[src/rtl/pc_gen.sv]
// -----------------------------------------------------------------------------
// pc_gen: next-PC generator for the MIPS-subset datapath.
//
// Owns the architectural PC register. It resolves the following targets:
//   - sequential (pc+4)
//   - branch (beq/bne/bgez/bltz)
//   - j / jal
//   - jr
// It also produces the jal link value and supports stall. An illegal control
// combination or a misaligned jr target redirects the PC to an exception
// vector.
//
// Optional feature: define PC_STATS_EN to add a saturating redirect counter
// (output redirect_cnt). Without the macro, that port does not exist and
// CNT_W sizes nothing.
//
// Parameters:
//   ADDR_W    PC width in bits (30..32). All arithmetic wraps modulo 2^ADDR_W.
//   RESET_PC  PC loaded on reset (truncated to ADDR_W).
//   EXC_VEC   PC loaded on a detected control fault (truncated to ADDR_W).
//   CNT_W     redirect counter width (PC_STATS_EN only).
//
// Ports:
//   clk, rst_n       clock; asynchronous active-low reset
//   stall            hold PC and suppress every side effect this cycle
//   j, jal, jr       jump / jump-and-link / jump-register
//   br_op[2:0]       000 none, 001 beq, 010 bne, 011 bgez, 100 bltz,
//                    101..111 illegal
//   flag_zero        ALU result == 0
//   flag_neg         rs[31]
//   instr_index[25:0]  j/jal target field
//   imm16[15:0]      branch offset, in words
//   gpr_rs           jr target
//   pc               current PC (registered)
//   npc              value pc takes at the next edge when stall=0
//                    (combinational)
//   link_we          jal & ~stall & ~fault (combinational)
//   link_addr        pc+8 when jal, else 0 (combinational)
//   exc              one-cycle fault pulse (registered)
//   exc_cause        00 none, 01 conflict, 10 jr misaligned, 11 illegal br_op.
//                    Registered; holds the last cause until the next fault.
//   redirect_cnt     PC_STATS_EN only: count of non-stalled edges where
//                    npc != pc+4 (saturating)
// -----------------------------------------------------------------------------
module pc_gen #(
    parameter int unsigned ADDR_W   = 32,
    parameter logic [31:0] RESET_PC = 32'h0000_3000,
    parameter logic [31:0] EXC_VEC  = 32'h0000_4180,
    parameter int unsigned CNT_W    = 16
) (
    input  logic              clk,
    input  logic              rst_n,
    input  logic              stall,
    input  logic              j,
    input  logic              jal,
    input  logic              jr,
    input  logic [2:0]        br_op,
    input  logic              flag_zero,
    input  logic              flag_neg,
    input  logic [25:0]       instr_index,
    input  logic [15:0]       imm16,
    input  logic [ADDR_W-1:0] gpr_rs,
    output logic [ADDR_W-1:0] pc,
    output logic [ADDR_W-1:0] npc,
    output logic              link_we,
    output logic [ADDR_W-1:0] link_addr,
    output logic              exc,
    output logic [1:0]        exc_cause
`ifdef PC_STATS_EN
    ,
    output logic [CNT_W-1:0]  redirect_cnt
`endif
);

    localparam logic [ADDR_W-1:0] RESET_VAL = RESET_PC[ADDR_W-1:0];
    localparam logic [ADDR_W-1:0] EXC_VAL   = EXC_VEC[ADDR_W-1:0];

    localparam logic [1:0] CAUSE_NONE     = 2'b00;
    localparam logic [1:0] CAUSE_CONFLICT = 2'b01;
    localparam logic [1:0] CAUSE_JR_ALIGN = 2'b10;
    localparam logic [1:0] CAUSE_BR_OP    = 2'b11;

    logic [ADDR_W-1:0] pc4;
    logic [ADDR_W-1:0] pc8;
    logic [ADDR_W-1:0] boff;
    logic [ADDR_W-1:0] jtarget;
    logic [2:0]        n_ctl;
    logic              fault;
    logic [1:0]        cause;
    logic              br_taken;

    assign pc4  = pc + ADDR_W'(4);
    assign pc8  = pc + ADDR_W'(8);
    assign boff = {{(ADDR_W-18){imm16[15]}}, imm16, 2'b00};

    // j/jal keep the top bits of pc+4 (the delay-slot region), not of pc.
    assign jtarget = {pc4[ADDR_W-1:28], instr_index, 2'b00};

    // Count how many control sources claim this instruction.
    // More than one of them is a conflict.
    assign n_ctl = 3'(j) + 3'(jal) + 3'(jr) + 3'(|br_op);

    // Fault detection, in priority order: conflict, illegal br_op, jr alignment.
    always_comb begin
        fault = 1'b0;
        cause = CAUSE_NONE;
        if (n_ctl > 3'd1) begin
            fault = 1'b1;
            cause = CAUSE_CONFLICT;
        end else if (br_op > 3'd4) begin
            fault = 1'b1;
            cause = CAUSE_BR_OP;
        end else if (jr && (gpr_rs[1:0] != 2'b00)) begin
            fault = 1'b1;
            cause = CAUSE_JR_ALIGN;
        end
    end

    always_comb begin
        case (br_op)
            3'b001:  br_taken = flag_zero;
            3'b010:  br_taken = ~flag_zero;
            3'b011:  br_taken = ~flag_neg;
            3'b100:  br_taken = flag_neg;
            default: br_taken = 1'b0;
        endcase
    end

    always_comb begin
        if (fault) begin
            npc = EXC_VAL;
        end else if (br_taken) begin
            npc = pc4 + boff;
        end else if (j || jal) begin
            npc = jtarget;
        end else if (jr) begin
            npc = gpr_rs;
        end else begin
            npc = pc4;
        end
    end

    assign link_we   = jal & ~stall & ~fault;
    assign link_addr = jal ? pc8 : '0;

    // A stalled cycle leaves pc and exc_cause untouched and reports no fault.
    // That fault resurfaces when the instruction is re-presented with stall=0.
    always_ff @(posedge clk or negedge rst_n) begin
        if (!rst_n) begin
            pc        <= RESET_VAL;
            exc       <= 1'b0;
            exc_cause <= CAUSE_NONE;
        end else if (!stall) begin
            pc  <= npc;
            exc <= fault;
            if (fault) begin
                exc_cause <= cause;
            end
        end else begin
            exc <= 1'b0;
        end
    end

`ifdef PC_STATS_EN
    // Counts any departure from straight-line flow: taken branches, jumps and
    // fault redirects. It saturates instead of wrapping.
    always_ff @(posedge clk or negedge rst_n) begin
        if (!rst_n) begin
            redirect_cnt <= '0;
        end else if (!stall && (npc != pc4) && (redirect_cnt != {CNT_W{1'b1}})) begin
            redirect_cnt <= redirect_cnt + CNT_W'(1);
        end
    end
`else
    // CNT_W is kept for a uniform parameter list; it sizes nothing here.
    if (CNT_W == 0) begin : g_no_stats
    end
`endif

endmodule

[config.mk]
export PLATFORM = sky130hd
export DESIGN_NAME = pc_gen
export DESIGN_NICKNAME = d
export VERILOG_FILES = /design/src/rtl/pc_gen.sv
export SDC_FILE = /design/constraint.sdc
export NUM_CORES = 1
export LEC_CHECK = 0
export ABC_AREA = 0
export BUFFER_PORTS_ARGS = -buffer_cell sky130_fd_sc_hd__clkbuf_2
export CAP_MARGIN = 0
export CELL_PAD_IN_SITES_DETAIL_PLACEMENT = 2
export CELL_PAD_IN_SITES_GLOBAL_PLACEMENT = 2
export CORE_MARGIN = 2
export CORE_UTILIZATION = 28
export DETAILED_ROUTE_END_ITERATION = 16
export PLACE_DENSITY_LB_ADDON = 0.1
export SYNTH_ARGS = -nofsm -noshare
export SYNTH_HDL_FRONTEND = slang
export SYNTH_SLANG_ARGS = --single-unit
[constraint.sdc]
create_clock -name clk -period 5.4 [get_ports clk]
set_input_delay 1.35 -clock clk [delete_from_list [all_inputs] [get_ports clk]]
set_output_delay 1.35 -clock clk [all_outputs]
set_load 0.005 [all_outputs]
**Yosys cells after proc, flatten, opt, wreduce, memory -nomap -nowiden**

Cells that the tools add are included.

- Output and inout port bits: 100
- Input port bits: 85
- Logic and storage cells: 39
- Register bits: 35

- Reduce and logical (&&, ||, !) cells: 5
- Eq/ne operators: 4
- Add/sub/neg operators: 6
- Order comparisons: 2
- Bitwise operators: 6
- Mux-type cells: 13

Operators with widths:

| operator | count |
|---|---|
| $mux 32 | 5 |
| $add 32x3->32 const B | 1 |
| $add 32x32->32 | 1 |
| $add 32x4->32 const B | 1 |
| $eq 3x2->1 const B | 2 |
| $mux 2 | 3 |
| $mux 1 | 4 |
| $not 1->1 | 4 |
| $pmux 1 s4 | 1 |
| $add 2x1->3 | 1 |
| $add 3x1->3 | 1 |
| $eq 3x1->1 const B | 1 |
| $eq 3x3->1 const B | 1 |
| $gt 3x1->1 const B | 1 |
| $gt 3x3->1 const B | 1 |
| $reduce_or 3->1 | 1 |
| $add 1x1->2 | 1 |
| $and 1x1->1 | 2 |
| $reduce_and 2->1 | 1 |
| $reduce_bool 2->1 | 1 |
| $logic_and 1x1->1 | 1 |
| $logic_or 1x1->1 | 1 |

**Longest topological paths before layout**

Gate-level depths: netlist of the first run.

- Depth in word-level cells: 7
- Gate-level depth with buffers: 16
- Mapped depth without buffers: 15

**Worst setup path before layout of the first run**

OpenSTA, ideal clock, no wires.

- Kind: reg-to-output
- Start: register pc[2]
- End: output npc[29]
- Required time: 4.050 ns
- Stages on the path, launching flop included: 17
- Path buffers: 2
- Slack: 0.493 ns
- Arrival time: 3.557 ns
- Cell sequence: dfrtp_1 > ha_1 > nand3_2 > or4_1 > buf_2 > nor4_4 > xor2_1 > ha_1 > clkbuf_1 > a21oi_1 > nor2b_1 > o21ai_0 > a21oi_1 > a21oi_1 > o21ai_0 > xnor2_1 > a211oi_1

- Cells in the longest elaborated chain, start to end: 5
- Elaborated cells between the ends (all ways): 6
- Those cells by class: add/sub: 2; mux: 4

Ends and longest elaborated chain:

| element | RTL line | text |
|---|---|---|
| start: declaration | 63 | `output logic [ADDR_W-1:0] pc,` |
| start signal: assignment | 154 | `pc <= npc;` |
| $add 32x3->32 (*) | 92 | `assign pc4 = pc + ADDR_W'(4);` |
| parallel branches: the longest is 2 deep, another holds $add 32x32->32 | n/a |  |
| $mux 32 (*) | 132 | `end else if (br_taken) begin` |
| $mux 32 (*) | 130 | `if (fault) begin` |
| end: declaration | 64 | `output logic [ADDR_W-1:0] npc,` |

Mark *: on every way between the ends.

**Final worst setup path of the first run**

- Start: register pc[3]
- End: output npc[24]

Same word-level chain as after synthesis.

==> flow_metrics.tcl, run 1 <==
set metrics [dict create \
    grt_use_total 0.2848 \
    dr_wl_met3_um 891 \
    reg2reg_from "pc[3]$_DFFE_PN0N_" \
    first_pass_iters 4 \
    n_antenna_cell 0 \
    hold_class "register to register" \
    ys_ff_latch 35 \
    top_layer "met4" \
    cp-start-kind "register" \
    synthCells 737 \
    synth_compound_area_frac 0.2398 \
    critPathMaxStageDelay_ns 0.59 \
    status "finished, violations left" \
    synth-async-reset-ratio 1.000 \
    viasPerCell 5.535 \
    ctsRootBufferMaster "clkbuf_16" \
    netSwitchingFraction 0.4013 \
    yosysTopAreaCell "dfrtp_1" \
    syn2layout_area_growth_pct 51.05 \
    finalNetCount 1136 \
    synth_top_area_share 0.1535 \
    synth-xor-area-share 0.1263 \
    worst_slack_ns -0.1319 \
    yosysSeqAreaShare 0.1633 \
    synth_area_leaders "dfrtp_1 (15%), ha_1 (8.4%), xnor2_1 (7.5%), nor2_1 (6.3%), nand2_1 (5.6%)" \
    place_area_mm2 0.007122 \
    grt_pass1_vias 7293 \
    ys.warnings.count 0 \
    ant_nets 0 \
    drive_gt1_frac 0.4353 \
    wl_met1_mm 14.67 \
    min_from "exc_cause[1]$_DFFE_PN0P_" \
    cts_max_level 2 \
    setup_violations 7 \
    antenna_found_initial 0 \
    cts_hold_buffers 0 \
    synth.most_common_cell "nor2_1" \
    yosysUniqueCellTypes 65 \
    worst_slew_pin_slew_ns 0.9805 \
    rsz0062_at_grt "yes" \
    max_slew_margin 0.3463 \
    coreArea_mm2 0.01877 \
    grt_pass1_wl_mm 44.32 \
    hold_viol 0 \
    p_total_uw 1168 \
    dieArea_mm2 0.02034 \
    cts_sinks 35 \
    vias 6902 \
    power_switching_uw 468.6 \
    io_buffers 184 \
    synth_mux_area_frac 0.05372 \
    wl_per_cell_um 24.72 \
    powerDensity_mw_per_mm2 143.7 \
    synth_edf_count 0 \
    drv_cap 0 \
    cts.clk_slew.worst_paths_ns 0.06 \
    synthTopCellsByCount "nor2_1 (90), nand2_1 (80), a21oi_1 (55)" \
    violations "setup timing" \
    cp_data_required_time_ns 4.05 \
    ioPinCount 185 \
    syn-num-nets 860 \
    synth_fa_ha_area_frac 0.09116 \
    ir_worst_vdd_uv 93.08 \
    initial_core_util 0.2867 \
    overflow 0 \
    clockPowerShare 0.253 \
    fin_area_mm2 0.008127 \
    finClkSkew_ns 0.005341 \
    period_share 1.024 \
    std_cell_rows 50 \
    worst_setup_path_end_kind "primary output" \
    slew_violations 0 \
    fp.dieW_um 142.6 \
    yosys.area_share.simple 0.2702 \
    fillers 2195 \
    synth_area_mm2 0.005380 \
    drc 0 \
    p_comb_frac 0.494 \
    clockBufferDepth 2 \
    cp_max_fo 6 \
    grt_max_degree 47 \
    arrival_ns 4.18 \
    die_height_um 142.6 \
    crit_slowest_cell "or4_4" \
    synth.avg_cell_area_um2 7.300 \
    dp_hpwl_mm 23.73 \
    internal_power_uw 699.1 \
    max_freq_mhz 180.8 \
    worstPathCellList "buf_6 -> ha_4 -> nand3_4 -> or4_4 -> buf_6 -> nor2_1 -> xnor2_1 -> ha_1 -> buf_4 -> and3_1 -> o2111ai_2 -> a31oi_1 -> buf_4 -> a21oi_1 -> xor2_1 -> mux2i_2 -> and2_1 -> clkbuf_2" \
    synthFlopType "dfrtp_1" \
    power.share.sequential 0.253 \
    period_needed_ns 5.532 \
    power_leakage_uw 0.003877 \
    crit_type "register to primary output" \
    routed_wirelength_mm 30.82 \
    synth_top_family_by_area "simple AND/OR/NAND/NOR gates" \
    startpoint "pc[3]$_DFFE_PN0N_" \
    clock_latency_ns 0.29 \
    gp_congestion 0.9182 \
    met2WireLength_mm 14.77 \
    drtIter0Drc 297 \
    cts_buffers 5 \
    tritoncts "yes" \
]
## flip-flops by register name, indices dropped and copies added (netlist names)
signal and count:
exc 1, pc 32, exc_cause 2
## power groups by stage
stage	combinational [uW]	clock [uW]	sequential, uW
final	577	295	296
after global routing	620	305	297
after CTS	521	295	294
after detailed placement	491	0	298
after global placement	475	0	297
after floorplan	260	0	293
## timing repair
item	CTS	global route
setup buffers	18	20
setup endpoints to repair	14	19
pin swaps	10	43
gates resized for setup	40	90
cloned	0	0
## cells in the final DEF (no fill, tap or decap), types with 16 or more instances in the layout
master    instances
xor2_1           26
nand3_1          22
clkbuf_2        179
o31ai_1          16
xnor2_1          34
a21oi_1          40
dfrtp_1          29
ha_1             28
inv_1            19
o21ai_0          25
o211ai_1         16
buf_4           128
nand2_1          78
nor2_1           83
## routing by layer
layer  GRT usage  vias up
li1            -     3203
met1      0.4122     3498
met2      0.4739      176
met3     0.01274       25
met4     0.05315        0
met5           0        -
## worst max-delay path, delay by kind of cell (launching register included)
kind | cells | cell delay (ns)
and+or+nand+nor | 5 | 1.29
DFF | 1 | 0.38
xor gates and xnor gates | 2 | 0.32
muxes | 1 | 0.31
AOI/OAI and AO/OA | 3 | 0.38
adders and majority gates | 2 | 0.49
buffers and inverters | 5 | 0.72
## through the flow
stage / cells / util / setup WS [ns] / TNS (ns) / hold WS [ns]
2_1_floorplan: 737 / - / 0.4931 / 0 / 0.4844
3_3_place_gp: 1203 / 0.3795 / 0.005449 / 0 / 0.4755
3_5_place_dp: 1203 / 0.3795 / -0.06913 / -0.1084 / 0.5159
4_1_cts: 1228 / 0.4031 / 0.002379 / 0 / 0.5396
5_1_grt: 1247 / 0.4330 / -0.2423 / -1.729 / 0.5721
6_report: 1247 / 0.4330 / -0.1319 / -0.4162 / 0.5596
## final cells by class
cell class | count | area, um^2 | area share
clock buffer | 6 | 138.9 | 0.01709
clock inverter | 1 | 5.005 | 0.0006159
timing repair buffer | 318 | 1958 | 0.2410
multi-input combinational | 633 | 4773 | 0.5874
inverter | 20 | 75.07 | 0.009238
tap | 234 | 292.8 | 0.03603
sequential | 35 | 883.3 | 0.1087
## final timing paths
path,endpoint,slack (ns),cells after the start
min in group asynchronous,pc[2]$_DFFE_PN0N_,1.22,1
max,npc[24],-0.13,18
min,exc_cause[1]$_DFFE_PN0P_,0.56,1
max in group asynchronous,pc[23]$_DFFE_PN0N_,3.51,1
max reg2reg,pc[28]$_DFFE_PN0N_,-0.04,31
min reg2reg,exc_cause[1]$_DFFE_PN0P_,0.56,1
## cell families (layout without fill, tap and decap cells)
logic type,Yosys count,count (layout)
compound gates,197,197
xor+xnor,76,76
fa+ha+maj,38,38
buf+inv,69,345
flops,35,35
mux,27,27
simple gates,295,295
Note: power is estimated with default switching activity, not from simulation.
==> inputs of run 2 (changes only) <==
--- a/config.mk
+++ b/config.mk
@@ -13,7 +13,7 @@
 export CORE_MARGIN = 2
 export CORE_UTILIZATION = 28
 export DETAILED_ROUTE_END_ITERATION = 16
-export PLACE_DENSITY_LB_ADDON = 0.1
+export PLACE_DENSITY = 0.93
 export SYNTH_ARGS = -nofsm -noshare
 export SYNTH_HDL_FRONTEND = slang
 export SYNTH_SLANG_ARGS = --single-unit
==> flow_metrics.tcl, run 2 (synthesis results as in run 1) <==
set metrics [dict create \
    grt_max_degree 47 \
    fin_area_mm2 0.008374 \
    dp_hpwl_mm 25.38 \
    ant_nets 0 \
    power_leakage_uw 0.003919 \
    dpl_worst_slack_ns -0.2422 \
    slew_violations 0 \
    place_area_mm2 0.006859 \
    clockBufferDepth 2 \
    cp_max_fo 4 \
    routed_wirelength_mm 43.55 \
    coreArea_mm2 0.01877 \
    ioPinCount 185 \
    met2WireLength_mm 19.45 \
    grt_use_total 0.3511 \
    gp_congestion 0.9630 \
    viasPerCell 6.597 \
    max_freq_mhz 167.7 \
    status "finished, violations left" \
    cts_max_level 2 \
    cts_buffers 5 \
    period_share 1.104 \
    period_needed_ns 5.963 \
    grt_pass1_wl_mm 53.28 \
    antenna_found_initial 1 \
    ctsRootBufferMaster "clkbuf_16" \
    tritoncts "yes" \
    worst_setup_path_end_kind "primary output" \
    dieArea_mm2 0.02034 \
    crit_type "register to primary output" \
    wl_met1_mm 16.17 \
    vias 8108 \
    layout.cells.non_filler 1229 \
    dr_wl_met3_mm 4.038 \
    first_pass_iters 5 \
    cp_data_required_time_ns 4.05 \
    regMostFlops "pc" \
    final_cell_mix "clkbuf_2 (178), buf_4 (108), nor2_1 (82), nand2_1 (70), a21oi_1 (36)" \
    worst_slack_ns -0.5633 \
    hold_viol 0 \
    rsz0062_at_grt "yes" \
    worst_slew_pin_slew_ns 1.110 \
    syn2layout_area_growth_pct 55.65 \
    top_layer "met4" \
    drtIter0Drc 931 \
    finalNetCount 1116 \
    cts.clk_slew.worst_paths_ns 0.07 \
    wl_per_cell_um 35.44 \
    ir_worst_vdd_uv 110.2 \
    drive_gt1_frac 0.4668 \
    clock_latency_ns 0.32 \
    setup_violations 18 \
    finClkSkew_ns 0.01388 \
    drc 0 \
    initial_core_util 0.2867 \
    p_total_uw 1358 \
    top_regs "pc x32, exc_cause x2, exc x1" \
    grt_pass1_vias 8085 \
    cts_hold_buffers 0 \
    place_inst 1168 \
    max_slew_margin 0.2598 \
    arrival_ns 4.61 \
    violations "setup timing" \
    powerDensity_mw_per_mm2 162.2 \
    drv_cap 0 \
    cp-start-kind "register" \
    io_buffers 184 \
    cts_sinks 35 \
    std_cell_rows 50 \
    fp.dieW_um 142.6 \
    mostFrequentLayoutCell "clkbuf_2" \
    die_height_um 142.6 \
    final_util 0.4462 \
    largest_reg_flops 32 \
    overflow 0 \
    hold_class "register to register" \
]
## run 2: cell count changes in the layout (fill, tap and decap cells not counted), moves of 4 or more
cell / before / now
xnor2_1: 34 / 26
ha_1: 28 / 18
nand2_1: 78 / 70
xnor2_2: 11 / 17
nand2_2: 2 / 9
ha_2: 0 / 8
nor3_1: 9 / 5
a21oi_4: 0 / 4
buf_4: 128 / 108
a21oi_1: 40 / 36
## run 2: final timing paths
path | start | end | slack, ns | depth (start not counted)
max | pc[3]$_DFFE_PN0N_ | npc[26] | -0.56 | 17
min | exc_cause[1]$_DFFE_PN0P_ | exc_cause[1]$_DFFE_PN0P_ | 0.57 | 1
max reg2reg | pc[3]$_DFFE_PN0N_ | pc[26]$_DFFE_PN0N_ | 0.77 | 18
min reg2reg | exc_cause[1]$_DFFE_PN0P_ | exc_cause[1]$_DFFE_PN0P_ | 0.57 | 1
max in group asynchronous | rst_n | pc[6]$_DFFE_PN0N_ | 3.40 | 1
min in group asynchronous | rst_n | pc[11]$_DFFE_PN0N_ | 1.24 | 1
## run 2: final cells by class
| cell class | count | area [um^2] |
|---|---|---|
| well taps | 234 | 292.8 |
| repair buffers | 298 | 1812 |
| clock inverters | 2 | 35.03 |
| flip-flops and latches | 35 | 882.1 |
| fillers | 2092 | 10390 |
| inverters | 20 | 77.57 |
| clock buffers | 6 | 138.9 |
| diodes | 1 | 2.502 |
| multi-input cells | 633 | 5134 |
## run 2: stage by stage
| stage | setup TNS [ns] | hold WS [ns] |
|---|---|---|
| after floorplan | 0 | 0.4844 |
| after global placement | 0 | 0.4973 |
| after detailed placement | -0.9126 | 0.4879 |
| after CTS | 0 | 0.4984 |
| after global routing | -6.060 | 0.6035 |
| final | -4.107 | 0.5708 |
## run 2: layer usage
metal,vias up,track usage
met2,663,0.5827
met5,-,0
met3,281,0.05801
li1,3160,-
met1,4004,0.4301
met4,0,0.2022
## run 2: timing repair
| item | in CTS | in global routing |
|---|---|---|
| pin swaps | 23 | 59 |
| buffers inserted | 15 | 39 |
| gates resized for setup | 66 | 135 |
| endpoints found under the setup margin | 16 | 19 |
## run 2: critical path, stage by stage (launching register included)
cell	delay (ns)
dfrtp_1	0.44
ha_2	0.22
and4_4	0.27
nand3_2	0.14
nor4_2	0.32
buf_4	0.21
buf_4	0.11
nand2_1	0.10
xnor2_2	0.25
ha_1	0.34
a21oi_1	0.31
o21ai_0	0.26
a31oi_1	0.32
nand2_1	0.17
a21oi_1	0.19
xor2_1	0.12
a211oi_2	0.34
clkbuf_2	0.18
## run 2: power by group
| part | leakage (uW) | internal [uW] | switching, uW |
|---|---|---|---|
| Clock | 0.0000869 | 231 | 152 |
| Combinational | 0.00338 | 254 | 424 |
| Sequential | 0.000451 | 275 | 21.7 |
| Total | 0.00392 | 760 | 598 |
==> inputs of run 3 (changes only) <==
--- a/config.mk
+++ b/config.mk
@@ -11,9 +11,9 @@
 export CELL_PAD_IN_SITES_DETAIL_PLACEMENT = 2
 export CELL_PAD_IN_SITES_GLOBAL_PLACEMENT = 2
 export CORE_MARGIN = 2
-export CORE_UTILIZATION = 28
+export CORE_UTILIZATION = 30
 export DETAILED_ROUTE_END_ITERATION = 16
-export PLACE_DENSITY = 0.93
+export PLACE_DENSITY = 0.95
 export SYNTH_ARGS = -nofsm -noshare
 export SYNTH_HDL_FRONTEND = slang
 export SYNTH_SLANG_ARGS = --single-unit
==> constraint.sdc (replaced) <==
create_clock -name clk -period 7.7 [get_ports clk]
set_input_delay 1.925 -clock clk [delete_from_list [all_inputs] [get_ports clk]]
set_output_delay 1.925 -clock clk [all_outputs]
set_load 0.01 [all_outputs]
==> flow_metrics.tcl, run 3 (synthesis results as in run 1) <==
set metrics [dict create \
    routed_wirelength_mm 27.93 \
    hold_class "register to register" \
    ioPinCount 185 \
    ant_nets 0 \
    largest_reg_flops 32 \
    hold_depth 1 \
    cts_setup_buffers 0 \
    fillers 2094 \
    first_pass_iters 4 \
    fin_hold_ws_ns 0.5347 \
    min_from "exc_cause[1]$_DFFE_PN0P_" \
    cts_max_level 2 \
    hold_viol 0 \
    period_needed_ns 7.263 \
    worst_setup_path_end_kind "primary output" \
    place_area_mm2 0.006437 \
    finClkSkew_ns 0.001928 \
    r2r-end "pc[27]$_DFFE_PN0N_" \
    cp_max_fo 8 \
    final_cell_mix "clkbuf_2 (184), nor2_1 (90), nand2_1 (80), a21oi_1 (55), xnor2_1 (46)" \
    gp_congestion 0.9431 \
    cts.clk_slew.worst_paths_ns 0.06 \
    reg2reg_depth 14 \
    hold_path_end "exc_cause[1]$_DFFE_PN0P_" \
    cts_buffers 5 \
    max_freq_mhz 137.7 \
    drtIter0Drc 486 \
    cp-start-kind "register" \
    multi_input_comb_area_mm2 0.004214 \
    syn2layout_area_growth_pct 22.30 \
    vias 6660 \
    powerDensity_mw_per_mm2 111.1 \
    drc 0 \
    dieArea_mm2 0.01902 \
    tritoncts "yes" \
    std_cell_rows 48 \
    slew_violations 0 \
    rsz0062_at_grt "no" \
    ir_worst_vdd_uv 76.63 \
    coreArea_mm2 0.01742 \
    cts-resized-gates 0 \
    grt_max_degree 48 \
    place_inst 1106 \
    top_regs "pc x32, exc_cause x2, exc x1" \
    cp_data_required_time_ns 5.78 \
    arrival_ns 5.34 \
    period_share 0.9433 \
    dp_hpwl_mm 22.00 \
    fp.dieW_um 137.9 \
    worst_slew_pin_slew_ns 0.9844 \
    antenna_found_initial 2 \
    layout.cells.non_filler 1116 \
    clock_latency_ns 0.29 \
    wl_per_cell_um 25.03 \
    regMostFlops "pc" \
    drv_cap 0 \
    seq_area_um2 878.3 \
    finalNetCount 1011 \
    reg2reg_from "pc[4]$_DFFE_PN0N_" \
    power_leakage_uw 0.003073 \
    fin_area_mm2 0.006580 \
    drive_gt1_frac 0.2531 \
    grt_pass1_vias 6897 \
    grt_use_total 0.2916 \
    overflow 0 \
    initial_core_util 0.3089 \
    setup_violations 0 \
    reg2reg_slack_ns 2.61 \
    die_height_um 137.9 \
    viasPerCell 5.968 \
    mostFrequentLayoutCell "clkbuf_2" \
    crit_type "register to primary output" \
    cts_hold_buffers 0 \
    io_buffers 184 \
    grt_pass1_wl_mm 41.88 \
    status "complete, no violations" \
    ctsRootBufferMaster "clkbuf_16" \
    tns_ns 0 \
    cts_sinks 35 \
    clockBufferDepth 2 \
    max_slew_margin 0.3438 \
]
## run 3: cell types whose count changed in the layout (fill, tap and decap cells not counted), sizes merged
cell    previous run  this run
buf              120         9
diode              1         2
clkbuf           184       191
bufinv             1         0
## run 3: where the power goes
group	switching [uW]	internal (uW)	total (uW)
combinational	202	114	316
clock	81.7	120	201
sequential	20.5	193	213
total	305	426	731
## run 3: metal layers
metal | GRT usage | share of wire | up-vias
met4 | 0.1179 | 0.040 | 0
met2 | 0.4895 | 0.47 | 280
met1 | 0.3839 | 0.43 | 3363
met5 | 0 | 0 | -
li1 | - | - | 2958
met3 | 0.02778 | 0.056 | 59
## run 3: worst max-delay path by stage
| stage | start | cells past startpoint | end |
|---|---|---|---|
| floorplan | imm16[0] | 11 | npc[30] |
| global placement | imm16[0] | 13 | npc[30] |
| detailed placement | imm16[0] | 13 | npc[30] |
| CTS | pc[4]$_DFFE_PN0N_ | 15 | npc[31] |
| global route | pc[4]$_DFFE_PN0N_ | 14 | npc[29] |
| finish | pc[4]$_DFFE_PN0N_ | 15 | npc[31] |
## run 3: layout make-up
cell class              instances  area share
diodes                          2   0.0007606
inverters                      20     0.01141
clock buffers                   7     0.02016
multi-input cells             633      0.6404
flip-flops and latches         35      0.1335
repair buffers                193      0.1502
clock inverters                 1   0.0007606
well taps                     225     0.04278
## run 3: stage by stage
step / total power [uW] / util / worst slack (ns)
after floorplan: 395.1 / - / 1.610
after global placement: 504.1 / 0.3696 / 1.008
after detailed placement: 520.4 / 0.3696 / 0.9034
after CTS: 721.2 / 0.3775 / 0.6084
after global routing: 762.4 / 0.3778 / 0.1570
final: 730.9 / 0.3778 / 0.4368
## run 3: critical path, cell delays in order, from the launching register on
cell and delay [ns]:
dfrtp_1 0.48, ha_1 0.34, and4_1 0.29, nand3_1 0.32
nor4_1 0.82, nand3_1 0.19, xnor2_1 0.35, ha_1 0.37
a211oi_1 0.41, o311ai_0 0.24, o311a_1 0.35, mux2i_1 0.18
o221ai_1 0.15, a21oi_1 0.30, nor2_1 0.10, clkbuf_2 0.15
